## src/rtl/cpu_pkg.sv

```systemverilog
// Shared CPU-model definitions: access-size encodings and the store-narrowing result record.
package cpu_pkg;

  localparam logic [1:0] SZ_BYTE = 2'b00;
  localparam logic [1:0] SZ_HALF = 2'b01;
  localparam logic [1:0] SZ_WORD = 2'b10;
  localparam logic [1:0] SZ_ILL  = 2'b11;

  typedef struct packed {
    logic [31:0] data;
    logic [3:0]  be;
    logic        ovf;
    logic        misalign;
  } store_res_t;

endpackage

```

## src/rtl/store_format.sv

```systemverilog
// Combinational store formatter: lane replication, byte enables, range and alignment checks.
module store_format
  import cpu_pkg::*;
(
  input  logic [31:0] in_data,
  input  logic [1:0]  in_size,
  input  logic [1:0]  in_addr,
  input  logic        in_sext,
  output store_res_t  res
);

  always_comb begin
    res      = '0;
    res.data = in_data;
    case (in_size)
      SZ_BYTE: begin
        res.data = {4{in_data[7:0]}};
        res.be   = 4'b0001 << in_addr;
        // Signed fit means every bit from the sign bit upward is a copy of it.
        res.ovf  = in_sext ? ~((&in_data[31:7]) | ~(|in_data[31:7])) : (|in_data[31:8]);
      end
      SZ_HALF: begin
        res.data     = {2{in_data[15:0]}};
        res.be       = in_addr[1] ? 4'b1100 : 4'b0011;
        res.ovf      = in_sext ? ~((&in_data[31:15]) | ~(|in_data[31:15])) :
                                 (|in_data[31:16]);
        res.misalign = in_addr[0];
      end
      SZ_WORD: begin
        res.be       = 4'b1111;
        res.misalign = |in_addr;
      end
      default: begin
        res.misalign = 1'b1;
      end
    endcase
    if (res.misalign) begin
      res.be = 4'b0000;
    end
  end

endmodule

```

## src/rtl/store_narrow.sv

```systemverilog
// Store narrowing unit: formatter feeding an output register with a one-entry skid buffer,
// plus a saturating count of delivered overflowing stores.
module store_narrow
  import cpu_pkg::*;
#(
  parameter int unsigned CNT_W = 16
) (
  input  logic             clk,
  input  logic             rst,
  input  logic             in_valid,
  output logic             in_ready,
  input  logic [31:0]      in_data,
  input  logic [1:0]       in_size,
  input  logic [1:0]       in_addr,
  input  logic             in_sext,
  output logic             out_valid,
  input  logic             out_ready,
  output logic [31:0]      out_data,
  output logic [3:0]       out_be,
  output logic             out_ovf,
  output logic             out_misalign,
  output logic [CNT_W-1:0] ovf_count
);

  store_res_t fmt;
  store_res_t out_q, out_d;
  store_res_t skid_q, skid_d;
  logic       out_valid_q, out_valid_d;
  logic       skid_valid_q, skid_valid_d;
  logic [CNT_W-1:0] cnt_q, cnt_d;
  logic       accept;
  logic       out_xfer;
  logic       out_free;

  store_format u_format (
    .in_data (in_data),
    .in_size (in_size),
    .in_addr (in_addr),
    .in_sext (in_sext),
    .res     (fmt)
  );

  assign in_ready = ~rst & ~skid_valid_q;
  assign accept   = in_valid & in_ready;
  assign out_xfer = out_valid_q & out_ready;
  assign out_free = ~out_valid_q | out_ready;

  always_comb begin
    out_d        = out_q;
    out_valid_d  = out_valid_q;
    skid_d       = skid_q;
    skid_valid_d = skid_valid_q;
    cnt_d        = cnt_q;
    if (out_free) begin
      // A held skid item blocks input (in_ready = 0), so it always drains first.
      if (skid_valid_q) begin
        out_d        = skid_q;
        out_valid_d  = 1'b1;
        skid_valid_d = 1'b0;
      end else if (accept) begin
        out_d       = fmt;
        out_valid_d = 1'b1;
      end else begin
        out_valid_d = 1'b0;
      end
    end else if (accept) begin
      skid_d       = fmt;
      skid_valid_d = 1'b1;
    end
    if (out_xfer && out_q.ovf && (cnt_q != {CNT_W{1'b1}})) begin
      cnt_d = cnt_q + CNT_W'(1);
    end
  end

  always_ff @(posedge clk) begin
    if (rst) begin
      out_q        <= '0;
      out_valid_q  <= 1'b0;
      skid_q       <= '0;
      skid_valid_q <= 1'b0;
      cnt_q        <= '0;
    end else begin
      out_q        <= out_d;
      out_valid_q  <= out_valid_d;
      skid_q       <= skid_d;
      skid_valid_q <= skid_valid_d;
      cnt_q        <= cnt_d;
    end
  end

  assign out_valid    = out_valid_q;
  assign out_data     = out_q.data;
  assign out_be       = out_q.be;
  assign out_ovf      = out_q.ovf;
  assign out_misalign = out_q.misalign;
  assign ovf_count    = cnt_q;

endmodule

```

## config.mk

```make
export PLATFORM = sky130hd
export DESIGN_NAME = store_narrow
export DESIGN_NICKNAME = d
export VERILOG_FILES = /design/src/rtl/cpu_pkg.sv /design/src/rtl/store_format.sv /design/src/rtl/store_narrow.sv
export SDC_FILE = /design/constraint.sdc
export NUM_CORES = 1
export LEC_CHECK = 0
export BUFFER_PORTS_ARGS = -buffer_cell sky130_fd_sc_hd__clkbuf_2
export CORE_ASPECT_RATIO = 0.7
export CORE_UTILIZATION = 40
export DETAILED_ROUTE_END_ITERATION = 7
export PLACE_DENSITY_LB_ADDON = 0.05
export SLEW_MARGIN = 40
export SYNTH_ARGS = -nofsm -noshare
export SYNTH_HDL_FRONTEND = slang
export SYNTH_SLANG_ARGS = --single-unit
```

## constraint.sdc

```tcl
create_clock -name clk -period 1.5 [get_ports clk]
set_clock_uncertainty 0.15 [all_clocks]
set_input_delay 0.15 -clock clk [delete_from_list [all_inputs] [get_ports clk]]
set_output_delay 0.15 -clock clk [all_outputs]
set_load 0.02 [all_outputs]
```

==> results of run 1 <==
layout make-up:
type / instances / area [um^2]
clock buffers: 9 / 225.2
clock inverters: 7 / 68.82
fillers: 933 / 4100
inverters: 5 / 21.27
multi-input cells: 389 / 2601
flip-flops and latches: 94 / 1936
well taps: 148 / 185.2
repair buffers: 178 / 1374
sequential cells by signal (all words and copies together) (netlist names):
register      count
out_be            4
out_data         32
out_misalign      1
out_ovf           1
out_valid         1
ovf_count        16
skid_q           38
skid_valid_q      1
layer usage:
layer	GRT usage	part of all wire
met1	0.3547	0.49
met2	0.3862	0.45
met3	0.04940	0.055
met4	0.06944	0.010
met5	0	0
through the flow:
step,hold slack (ns),utilization,TNS (ns)
finish,0.05137,0.6099,-0.4854
floorplan,0.1360,-,-0.1827
detailed placement,0.2946,0.5421,-3.955
global route,0.05408,0.6099,-2.002
global placement,0.2880,0.5421,-3.017
CTS,0.04329,0.5858,-0.5617
Yosys cell counts, types with 9 or more instances:
master / number
a21oi_1: 43
xnor2_1: 9
a211oi_1: 36
mux2i_1: 33
buf_2: 14
nor3_1: 24
nand4_1: 9
o211ai_1: 19
dfxtp_1: 94
clkbuf_1: 19
nor2_1: 89
nand2_1: 61
cells by family (layout without fill, tap and decap cells):
kind of cell             count (synthesis)  count (layout)
AND/OR/NAND/NOR                        217             217
AO/OA/AOI/OAI                          117             117
flip-flops                              94              94
buffers and inverters                   44             199
multiplexers                            41              41
XOR/XNOR                                13              13
adder cells (fa/ha/maj)                  1               1
critical path: stages (launching register included):
cell	delay (ns)
dfxtp_4	0.34
and4_4	0.29
nand4_4	0.22
or3_1	0.37
a21oi_1	0.14
timing repair:
action                                 4_1_cts  5_1_grt
setup buffers                                2        1
hold buffers                                 0        0
setup endpoints to repair                   62       50
endpoints found under the hold margin        0        0
gates resized for setup                     33       33
cloned                                       1        5
pin swaps                                   12       33
path summary, 6_finish.rpt:
| check | startpoint | endpoint | slack (ns) | cells after the start |
|---|---|---|---|---|
| max | ovf_count[9] | ovf_count[12] | -0.09 | 4 |
| min | in_data[0] | skid_q[6] | 0.05 | 4 |
| max reg2reg | ovf_count[9] | ovf_count[12] | -0.09 | 4 |
| min reg2reg | out_data[12] | out_data[12] | 0.30 | 2 |
power by group:
group | internal, mW | switching [mW]
Combinational | 0.399 | 0.555
Clock | 1.30 | 1.00
Sequential | 2.57 | 0.0586
==> impl_metrics.ini, run 1 <==
[timing]
fin_crit_sh = 1.060
max_freq_mhz = 629.0
hold_viol = 0
drv_slew = 0
rsz0062_at_grt = yes
max_slew.worst_pin.slew_ns = 0.6390
relSlewSlack = 0.5672
setup_viol_count_final = 10
finalWorstSetupSlack_ns = -0.08993
min_period_ns = 1.590

[synthesis]
synth_area_leaders = dfxtp_1 43%, nor2_1 7.6%, mux2i_1 7.5%, a211oi_1 6.1%, nand2_1 5.2%
synth_cell_types = 45
postSynthAreaPerCell_um2 = 8.343
ys_warn_count = 0
synthesis.instances = 527
synth_seq_cells = 94
synth_xor_area_frac = 0.02590
synth.mux.area_fraction = 0.09562
synthAdderAreaFrac = 0.002846
synth-main-ff-cell = dfxtp_1
synth_compound_area_frac = 0.1781
synthArstFlopShare = 0
yosysTopAreaCellShare = 0.4280
synth_edf_count = 0
synth_top_family_by_area = simple AND/OR/NAND/NOR gates
synth_area_mm2 = 0.004397
synth_top_cell_by_area = dfxtp_1
synthSimpleGateAreaFrac = 0.2262
syn_nets = 569
ys_seq_area_frac = 0.4280

[drt]
routed_wirelength_mm = 14.09
wire_per_inst_um = 16.97
ant_nets = 0
dr.pass1.iters = 4
drt-vias-per-instance = 5.363
remaining_drc_errors = 0
route.vias.total = 4451
drt_iter0_drc = 275

[worst_setup_path]
critical_path_class = reg2reg
startpoint_type = flop
crit_fanout = 8
cp.arrival_ns = 1.70
cp.required_ns = 1.61
endpoint_kind = flop

[global_route]
grt_max_degree = 79
grt_pass1_wl_mm = 22.51
grt-ovfl-total = 0
grt_usage = 0.2508
grt_antenna_before_repair = 0
grt_pass1_vias = 4323

[clock_network]
cts_tree = built
cts_root_buf = clkbuf_16
insertion_delay_ns = 0.34
clk_pin_slew_ns = 0.07
h-tree-depth = 3
cts-buffers-inserted = 9
numClockSinks = 94
cts_max_path_buffers = 2

[placed_design]
dp.cells = 805
dp_hpwl_mm = 9.814
place_congestion = 0.8471
post_dp_cell_area_mm2 = 0.005698
place.port_buffers = 96
pre_cts_ws_ns = -0.2593

[cells_and_area]
instances_no_fill = 830
drive_gt1_frac = 0.4032
diodes = 0
final_area_mm2 = 0.006411
fin_nets = 719
final_cell_mix = 95 x clkbuf_2, 81 x nor2_1, 75 x dfxtp_1
final_common_cell = clkbuf_2
area_delta_synth_final_pct = 45.82

[min_path]
hold_class = in2reg

[status]
status = finished, violations left
failed_checks = negative setup slack

[floorplanning]
initial_core_util = 0.4183
num_rows = 31
die_w_um = 127.3
core_mm2 = 0.01051
fp.dieArea_mm2 = 0.01142
io_pins = 97
die_h_um = 89.72

[pwr]
powerDensity_mw_per_mm2 = 917.6
p_leak_nw = 2.568
ir_worst_vdd_v = 0.0005992
finalPower_mw = 5.883

[job]
cap_violations = 0
Note: power is estimated with default switching activity, not from simulation.
==> inputs of run 2 (changes only) <==
- SYNTH_HIERARCHICAL: unset -> 1
==> run 2 against run 1 <==
Net effect:
- the flow still finishes with violations (negative setup slack)
- via count down 0.22%
- synthesized cell count grew 2.7%
- utilization decreased by 3.5 points
- non-clock buffer count unchanged
- register-to-register slack got worse by 0.13 ns
- critical path depth rose by 1
- sequential share of layout area about the same
- total power increased by 3.7%
- first-iteration DRC count increased by 8.0%
- hold slack lost 0.0043 ns
- combinational power is essentially flat
- clock-buffer cell count is 3 higher
- critical path type unchanged
==> impl_metrics.ini, run 2 <==
[status]
status = finished, violations left
failed_checks = negative setup slack

[global_route]
grt_usage = 0.2282
grt_max_degree = 64
grt_pass1_vias = 3972
grt_pass1_wl_mm = 20.91
grt-ovfl-total = 0
grt_antenna_before_repair = 0

[timing]
fin_hold_ws_ns = 0.04702
finalWorstSetupSlack_ns = -0.2245
hold_viol = 0
max_freq_mhz = 579.9
drv_slew = 0
finalSetupTns_ns = -2.083
relSlewSlack = 0.7421
fin_crit_sh = 1.150
setup_viol_count_final = 14
max_slew.worst_pin.slew_ns = 0.3839
rsz0062_at_grt = yes
min_period_ns = 1.725

[synthesis]
synth_area_mm2 = 0.004603
ys_seq_area_frac = 0.4088
postSynthAreaPerCell_um2 = 8.509
synthesis.instances = 541
ys_warn_count = 6
syn_nets = 583
synth_seq_cells = 94
synth.top_cells.by_count = 94 x dfxtp_1, 90 x nand2_1, 53 x nor2_1
synth_cell_types = 44
yosysTopAreaCellShare = 0.4088
synth_edf_count = 0
yosysMostFrequentCell = dfxtp_1
synth_top_cell_by_area = dfxtp_1
synth-main-ff-cell = dfxtp_1
synth_area_leaders = dfxtp_1 41%, mux2i_1 10%, nand2_1 7.3%, a211oi_1 6.5%, a21oi_1 5.5%
synthArstFlopShare = 0

[placed_design]
place_congestion = 0.9167
dp_hpwl_mm = 9.494
place.port_buffers = 96
post_dp_cell_area_mm2 = 0.005717
pre_cts_ws_ns = -0.2239
dp.cells = 810

[pwr]
p_leak_nw = 2.490
finalPower_mw = 6.099
ir_worst_vdd_v = 0.0006114
powerDensity_mw_per_mm2 = 956.2

[worst_setup_path]
cp.arrival_ns = 1.81
worstPathCellList = ha_4 > nand4_4 > nor4_4 > nor2_2 > mux2_4
endpoint_kind = flop
startpoint_type = flop
crit_fanout = 4
cp.required_ns = 1.58
critical_path_buf_inv_count = 0
critical_path_class = reg2reg
cpLargestDelayFamily = simple AND/OR/NAND/NOR gates
slowest_stage = nor4_4
slowest_delay_ns = 0.39

[job]
cap_violations = 0

[cells_and_area]
final_cell_mix = 95 x clkbuf_2, 89 x nand2_1, 77 x dfxtp_1
drive_gt1_frac = 0.3701
final_util = 0.5751
final_area_mm2 = 0.006379
largest_reg_flops = 38
final_common_cell = clkbuf_2
fillers = 1039
fin_nets = 726
top_register = skid_q
diodes = 0
area_delta_synth_final_pct = 38.57
instances_no_fill = 842

[clock_network]
h-tree-depth = 3
insertion_delay_ns = 0.34
cts_tree = built
cts_max_path_buffers = 2
cts-buffers-inserted = 9
clk_pin_slew_ns = 0.06
numClockSinks = 94
cts_root_buf = clkbuf_16

[drt]
drt_iter0_drc = 297
wire_per_inst_um = 16.21
ant_nets = 0
drt-vias-per-instance = 5.274
route.vias.total = 4441
routed_wirelength_mm = 13.65
remaining_drc_errors = 0
dr.pass1.iters = 7

[floorplanning]
initial_core_util = 0.4150
num_rows = 32
die_w_um = 130.2
core_mm2 = 0.01109
fp.dieArea_mm2 = 0.01195
die_h_um = 91.76
io_pins = 97

[min_path]
hold_class = in2reg
==> run 2: changes by cell type after synthesis, moves of 9 or more <==
cell / change
buf_4: +11
mux2i_1: +14
nand2_1: +29
nor2_1: -36
nor3_1: -17
o211ai_1: -19
o21ai_0: +10
xnor2_1: -9
==> run 2: where the power goes <==
group / leakage (nW) / internal (mW) / total, mW / switching [mW]
Combinational: 1.55 / 0.401 / 0.951 / 0.550
Clock: 0.169 / 1.54 / 2.51 / 0.972
Sequential: 0.776 / 2.58 / 2.64 / 0.0568
Total: 2.49 / 4.52 / 6.10 / 1.58
==> run 2: worst paths after layout <==
path | start | end | slack (ns) | cells past startpoint
worst max-delay path | ovf_count[0] | ovf_count[0] | -0.22 | 5
worst min-delay path | in_addr[0] | skid_q[2] | 0.05 | 4
worst max register to register | ovf_count[0] | ovf_count[0] | -0.22 | 5
worst min register to register | skid_q[4] | skid_q[4] | 0.30 | 2
==> run 2: metal layers <==
metal | track usage | wire, um | vias up | share of wire
met4 | 0.05523 | 136 | 0 | 0.010
li1 | - | - | 2210 | -
met1 | 0.3442 | 6846 | 2100 | 0.50
met3 | 0.05193 | 793 | 12 | 0.058
met5 | 0 | 0 | - | 0
met2 | 0.3218 | 5875 | 119 | 0.43
==> run 2: repair_timing <==
| item | CTS | global route |
|---|---|---|
| setup endpoints to repair | 15 | 64 |
| pin swaps | 11 | 5 |
| hold endpoints to repair | 11 | 0 |
| buffers inserted | 2 | 2 |
| resized for setup | 5 | 28 |
| cloned | 0 | 3 |
| hold buffers | 9 | 0 |
==> run 2: cells by family (layout without fill, tap and decap cells) <==
logic type               count (synthesis)  in the layout  synth area share
AO/OA/AOI/OAI                          119            119            0.1609
XOR/XNOR                                 1              1          0.001903
adder cells (fa/ha/maj)                  1              1          0.002718
buffers and inverters                   49            197           0.05246
flip-flops                              94             94            0.4088
multiplexers                            67             67            0.1528
AND/OR/NAND/NOR                        210            210            0.2204
==> run 2: worst register-to-register path, delay by kind of cell, from the launching register on <==
family / cells / cell delay (ns)
and+or+nand+nor: 3 / 0.63
muxes: 1 / 0.30
DFF: 1 / 0.36
adders and majority gates: 1 / 0.17
==> run 2: cell type report <==
cell class / count / area (um^2) / share of cell area
clock inverters: 4 / 48.80 / 0.007650
clock buffers: 12 / 289.0 / 0.04531
well taps: 153 / 191.4 / 0.03001
repair buffers: 178 / 1277 / 0.2003
multi-input cells: 398 / 2635 / 0.4131
flip-flops and latches: 94 / 1926 / 0.3019
inverters: 3 / 11.26 / 0.001765
